### src/rtl/histogram_ctrl.sv
// Histogram builder: read-modify-write initiator for a single-port bin memory,
// with full-memory clear and ordered bin dump.
module histogram_ctrl #(
  parameter int BIN_W   = 8,
  parameter int COUNT_W = 16
) (
  input  logic               clk,
  input  logic               reset,
  input  logic               pixel_valid,
  input  logic [BIN_W-1:0]   pixel_val,
  output logic               pixel_ready,
  input  logic               start_clear,
  input  logic               start_dump,
  output logic               busy,
  output logic               mem_wr_en,
  output logic [BIN_W-1:0]   mem_index,
  output logic [COUNT_W-1:0] mem_wr_val,
  input  logic [COUNT_W-1:0] mem_rd_val,
  output logic               dump_valid,
  output logic [BIN_W-1:0]   dump_bin,
  output logic [COUNT_W-1:0] dump_count
);

  localparam logic [BIN_W-1:0]   IDX_ZERO  = {BIN_W{1'b0}};
  localparam logic [BIN_W-1:0]   IDX_ONE   = BIN_W'(1);
  localparam logic [BIN_W-1:0]   IDX_LAST  = {BIN_W{1'b1}};
  localparam logic [COUNT_W-1:0] CNT_ZERO  = {COUNT_W{1'b0}};
  localparam logic [COUNT_W-1:0] CNT_ONE   = COUNT_W'(1);
  localparam logic [COUNT_W-1:0] CNT_MAX   = {COUNT_W{1'b1}};

  typedef enum logic [2:0] {
    S_CLEAR     = 3'd0,
    S_IDLE      = 3'd1,
    S_ACC_RD    = 3'd2,
    S_ACC_WR    = 3'd3,
    S_DUMP      = 3'd4,
    S_DUMP_TAIL = 3'd5
  } state_t;

  state_t             state_r, state_s;
  logic [BIN_W-1:0]   idx_r, idx_s;
  logic [BIN_W-1:0]   pix_r, pix_s;
  logic               dump_valid_r;
  logic [BIN_W-1:0]   dump_bin_r;
  logic [COUNT_W-1:0] count_hold_r;

  function automatic logic [COUNT_W-1:0] sat_inc(input logic [COUNT_W-1:0] v);
    if (v == CNT_MAX) begin
      sat_inc = CNT_MAX;
    end else begin
      sat_inc = v + CNT_ONE;
    end
  endfunction

  // State, sweep index, latched pixel and dump output registers
  always_ff @(posedge clk) begin
    if (reset) begin
      state_r      <= S_CLEAR;
      idx_r        <= IDX_ZERO;
      pix_r        <= IDX_ZERO;
      dump_valid_r <= 1'b0;
      dump_bin_r   <= IDX_ZERO;
      count_hold_r <= CNT_ZERO;
    end else begin
      state_r      <= state_s;
      idx_r        <= idx_s;
      pix_r        <= pix_s;
      // read issued in DUMP returns data next cycle, so the bin tag lags by one
      dump_valid_r <= (state_r == S_DUMP);
      if (state_r == S_DUMP) begin
        dump_bin_r <= idx_r;
      end
      if (dump_valid_r) begin
        count_hold_r <= mem_rd_val;
      end
    end
  end

  // Next-state and sweep index; commands outrank pixels in IDLE
  always_comb begin
    state_s = state_r;
    idx_s   = idx_r;
    pix_s   = pix_r;
    case (state_r)
      S_CLEAR: begin
        idx_s = idx_r + IDX_ONE;
        if (idx_r == IDX_LAST) begin
          state_s = S_IDLE;
        end else begin
          state_s = S_CLEAR;
        end
      end
      S_IDLE: begin
        if (start_clear) begin
          state_s = S_CLEAR;
          idx_s   = IDX_ZERO;
        end else if (start_dump) begin
          state_s = S_DUMP;
          idx_s   = IDX_ZERO;
        end else if (pixel_valid) begin
          state_s = S_ACC_RD;
          pix_s   = pixel_val;
        end else begin
          state_s = S_IDLE;
        end
      end
      S_ACC_RD:    state_s = S_ACC_WR;
      S_ACC_WR:    state_s = S_IDLE;
      S_DUMP: begin
        idx_s = idx_r + IDX_ONE;
        if (idx_r == IDX_LAST) begin
          state_s = S_DUMP_TAIL;
        end else begin
          state_s = S_DUMP;
        end
      end
      S_DUMP_TAIL: state_s = S_IDLE;
      default: begin
        state_s = S_CLEAR;
        idx_s   = IDX_ZERO;
      end
    endcase
  end

  // Memory port and handshake decode from the current state
  always_comb begin
    pixel_ready = 1'b0;
    busy        = 1'b1;
    mem_wr_en   = 1'b0;
    mem_index   = idx_r;
    mem_wr_val  = CNT_ZERO;
    case (state_r)
      S_CLEAR: begin
        mem_wr_en = 1'b1;
      end
      S_IDLE: begin
        pixel_ready = 1'b1;
        busy        = 1'b0;
      end
      S_ACC_RD: begin
        mem_index = pix_r;
      end
      S_ACC_WR: begin
        mem_wr_en  = 1'b1;
        mem_index  = pix_r;
        mem_wr_val = sat_inc(mem_rd_val);
      end
      S_DUMP:      mem_index = idx_r;
      S_DUMP_TAIL: mem_index = idx_r;
      default: begin
        mem_wr_en = 1'b0;
      end
    endcase
  end

  // Read data is only valid in the cycle after the read; hold it afterwards
  always_comb begin
    dump_valid = dump_valid_r;
    dump_bin   = dump_bin_r;
    if (dump_valid_r) begin
      dump_count = mem_rd_val;
    end else begin
      dump_count = count_hold_r;
    end
  end

endmodule

### config.mk
export PLATFORM = sky130hd
export DESIGN_NAME = histogram_ctrl
export DESIGN_NICKNAME = d
export VERILOG_FILES = /design/src/rtl/histogram_ctrl.sv
export SDC_FILE = /design/constraint.sdc
export NUM_CORES = 1
export LEC_CHECK = 0
export CAP_MARGIN = 20
export CORE_MARGIN = 3
export CORE_UTILIZATION = 45
export DETAILED_ROUTE_END_ITERATION = 8
export GPL_TIMING_DRIVEN = 1
export PLACE_DENSITY_LB_ADDON = 0.12
export SYNTH_ARGS = -nofsm -noshare
export SYNTH_HDL_FRONTEND = slang
export SYNTH_SLANG_ARGS = --single-unit
### constraint.sdc
create_clock -name clk -period 4.2 [get_ports clk]
set_input_delay 0.84 -clock clk [delete_from_list [all_inputs] [get_ports clk]]
set_output_delay 0.84 -clock clk [all_outputs]
set_load 0.05 [all_outputs]
==> impl_metrics.env <==
export IMPL_status="finished clean"
export IMPL_use_met2=0.314
export IMPL_portBuffers=80
export IMPL_netSwitchingPower_uw=183
export IMPL_whs_path_depth=2
export IMPL_path_max_fanout=13
export IMPL_postCtsSetupBuffers=0
export IMPL_drtIter0Drc=76
export IMPL_crit_path_max_incr_delay_ns=0.54
export IMPL_ant_nets=0
export IMPL_io_pins=81
export IMPL_wl_mm=5.42
export IMPL_chipHeight_microns=78.0
export IMPL_yosysWarningCount=0
export IMPL_synth_most_common_cell="dfxtp_1"
export IMPL_synth_area_leaders="dfxtp_1 (38%), mux2_2 (12%), nor2b_1 (4.6%), nand2_1 (4.3%), a21oi_1 (4.3%)"
export IMPL_vias=2091
export IMPL_async_flop_share=0
export IMPL_syn_to_final_growth_pct=46.4
export IMPL_diodes=0
export IMPL_fin_nets=368
export IMPL_routed_via_density=5.16
export IMPL_initial_core_util=0.478
export IMPL_crit_arrival_ns=2.97
export IMPL_period_share=0.906
export IMPL_antenna_found_initial=0
export IMPL_maxSlewViolCount=0
export IMPL_swShare=0.223
export IMPL_tightest_slew_ns=0.757
export IMPL_p_per_area_nw_per_um2=240
export IMPL_grt_usage=0.184
export IMPL_cp_start_kind="input port"
export IMPL_dp_cells=397
export IMPL_num_rows=25
export IMPL_met3_usage=0.0510
export IMPL_clk_latency_ns=0.29
export IMPL_synth_flop_cell="dfxtp_1"
export IMPL_grt_pass1_wl_mm=9.18
export IMPL_place_gp_congestion=0.901
export IMPL_fin_cells=405
export IMPL_hold_viol=0
export IMPL_path_class="in2out"
export IMPL_yosysSeqAreaShare=0.378
export IMPL_cts_resized_gates=0
export IMPL_layout_drive_gt1_share=0.216
export IMPL_grt_overflow_total=0
export IMPL_ir_drop_mv=0.218
export IMPL_max_cap_viol_count=0
export IMPL_cts_max_level=2
export IMPL_grt_max_degree=27
export IMPL_avgRoutedWirePerCell_microns=13.4
export IMPL_setup_tns_ns=0
export IMPL_use_met1=0.226
export IMPL_crit_chain="clkdlybuf4s50_1 -> ha_1 -> nand3_2 -> nor4_4 -> nand4_2 -> buf_4 -> a21oi_1 -> buf_12"
export IMPL_required_ns=3.36
export IMPL_pwr_share_seq=0.516
export IMPL_internal_power_uw=637
export IMPL_cts_tree="built"
export IMPL_grt_busiest_layer="met2"
export IMPL_yosys_area_top_type_share=0.378
export IMPL_dr_pass1_iters=4
export IMPL_hold_path_class="reg2reg"
export IMPL_clockBufferDepth=2
export IMPL_finalSetupViolCount=0
export IMPL_yosysUniqueCellTypes=44
export IMPL_fin_ws_ns=0.394
export IMPL_clockPowerShare=0.380
export IMPL_cts_made_buffers=5
export IMPL_slowest_stage="clkdlybuf4s50_1"
export IMPL_worstSetupEndpointType="primary output"
export IMPL_die_w_microns=78.0
export IMPL_max_slew_margin_rel=0.494
export IMPL_synth_largest_area_cell="dfxtp_1"
export IMPL_grt_pass1_vias=1932
export IMPL_core_sq_um=4880
export IMPL_leakage_uw=0.00128
export IMPL_rsz0062_at_grt="no"
export IMPL_combPwrFrac=0.104
export IMPL_hold_ws_ns=0.461
export IMPL_hold_buffers=0
export IMPL_synth_area_sq_um=2330
export IMPL_synth_edff_count=0
export IMPL_fin_crit_ns=3.81
export IMPL_cts_sinks=44
export IMPL_syn_nets=292
export IMPL_synthTopCellsByCount="dfxtp_1 (44), nand2_1 (27), mux2_2 (24)"
export IMPL_syn_avg_cell_area_sq_um=8.94
export IMPL_fillers=405
export IMPL_rr_worst_depth=4
export IMPL_clk_pin_slew_ns=0.08
export IMPL_ys_ff_latch=44
export IMPL_dp_slack_ns=0.383
export IMPL_finalClockSkew_ns=0.00575
export IMPL_fmax_mhz=263
export IMPL_synthCells=261
export IMPL_clock_root_buffer="clkbuf_8"
export IMPL_hpwl_mm=4.21
export IMPL_die_area_sq_um=6080
export IMPL_drcViolationCount=0
-- worst max-delay path: cells and delay by family --
family | cells | cell delay (ns)
simple gates | 3 | 0.69
compound gates | 1 | 0.26
fa+ha+maj | 1 | 0.24
buf+inv | 3 | 0.93
-- per-stage QoR --
step	utilization	power (uW)	area [sq um]
after global placement	0.677	517	3310
after CTS	0.699	829	3410
after detailed placement	0.677	518	3310
after floorplan	-	471	2330
final	0.699	820	3410
after global routing	0.699	860	3410
-- per-layer routing --
metal / routed length, microns / share of wire
met5: 0 / 0
met4: 41 / 0.0076
met3: 332 / 0.061
met2: 2550 / 0.47
met1: 2500 / 0.46
-- cells by family after synthesis --
group                    synth area share
multiplexers                        0.155
flip-flops                          0.378
AND/OR/NAND/NOR                     0.250
adder cells (fa/ha/maj)            0.0107
AO/OA/AOI/OAI                       0.129
buffers and inverters              0.0408
XOR/XNOR                           0.0376
-- power by group through the flow --
stage | combinational, uW | sequential [uW] | clock (uW)
after floorplan | 38.9 | 432 | 0
final | 84.9 | 423 | 312
after CTS | 85.3 | 423 | 320
after detailed placement | 84.9 | 433 | 0
after global routing | 92.0 | 424 | 344
after global placement | 83.9 | 433 | 0
-- final timing paths --
path                            start                  endpoint  slack (ns)
max reg2reg     state_r[2]$_SDFF_PP0_     idx_r[2]$_SDFFE_PP0P_        2.41
max                     mem_rd_val[0]             mem_wr_val[0]        0.39
min reg2reg  dump_bin[7]$_SDFFE_PP0P_  dump_bin[7]$_SDFFE_PP0P_        0.46
min          dump_bin[7]$_SDFFE_PP0P_  dump_bin[7]$_SDFFE_PP0P_        0.46
-- layout make-up --
cell class	count	area [sq um]	area share
multi-input cells	196	1360	0.397
flip-flops and latches	44	881	0.258
repair buffers	83	958	0.281
clock buffers	6	72.6	0.0213
clock inverters	2	35.0	0.0103
well taps	67	83.8	0.0246
inverters	7	26.3	0.00770
-- flip-flops by register name, summed over array words and instances, names as in the netlist --
signal and count:
count_hold_r 16, dump_bin 8, idx_r 8, pix_r 8
state_r 3, dump_valid 1
-- layout by cell type, fill, tap and decap left out, drive strengths merged, types with 7 or more instances in the layout --
| cell type | n |
|---|---|
| buf | 19 |
| clkdlybuf4s50 | 64 |
| nand3 | 10 |
| a21oi | 30 |
| nand2 | 27 |
| nor2b | 17 |
| nor2 | 20 |
| mux2 | 24 |
| xnor2 | 9 |
| mux2i | 9 |
| dfxtp | 44 |
| inv | 7 |
| nor3 | 8 |
(Power assumes the default switching activity.)
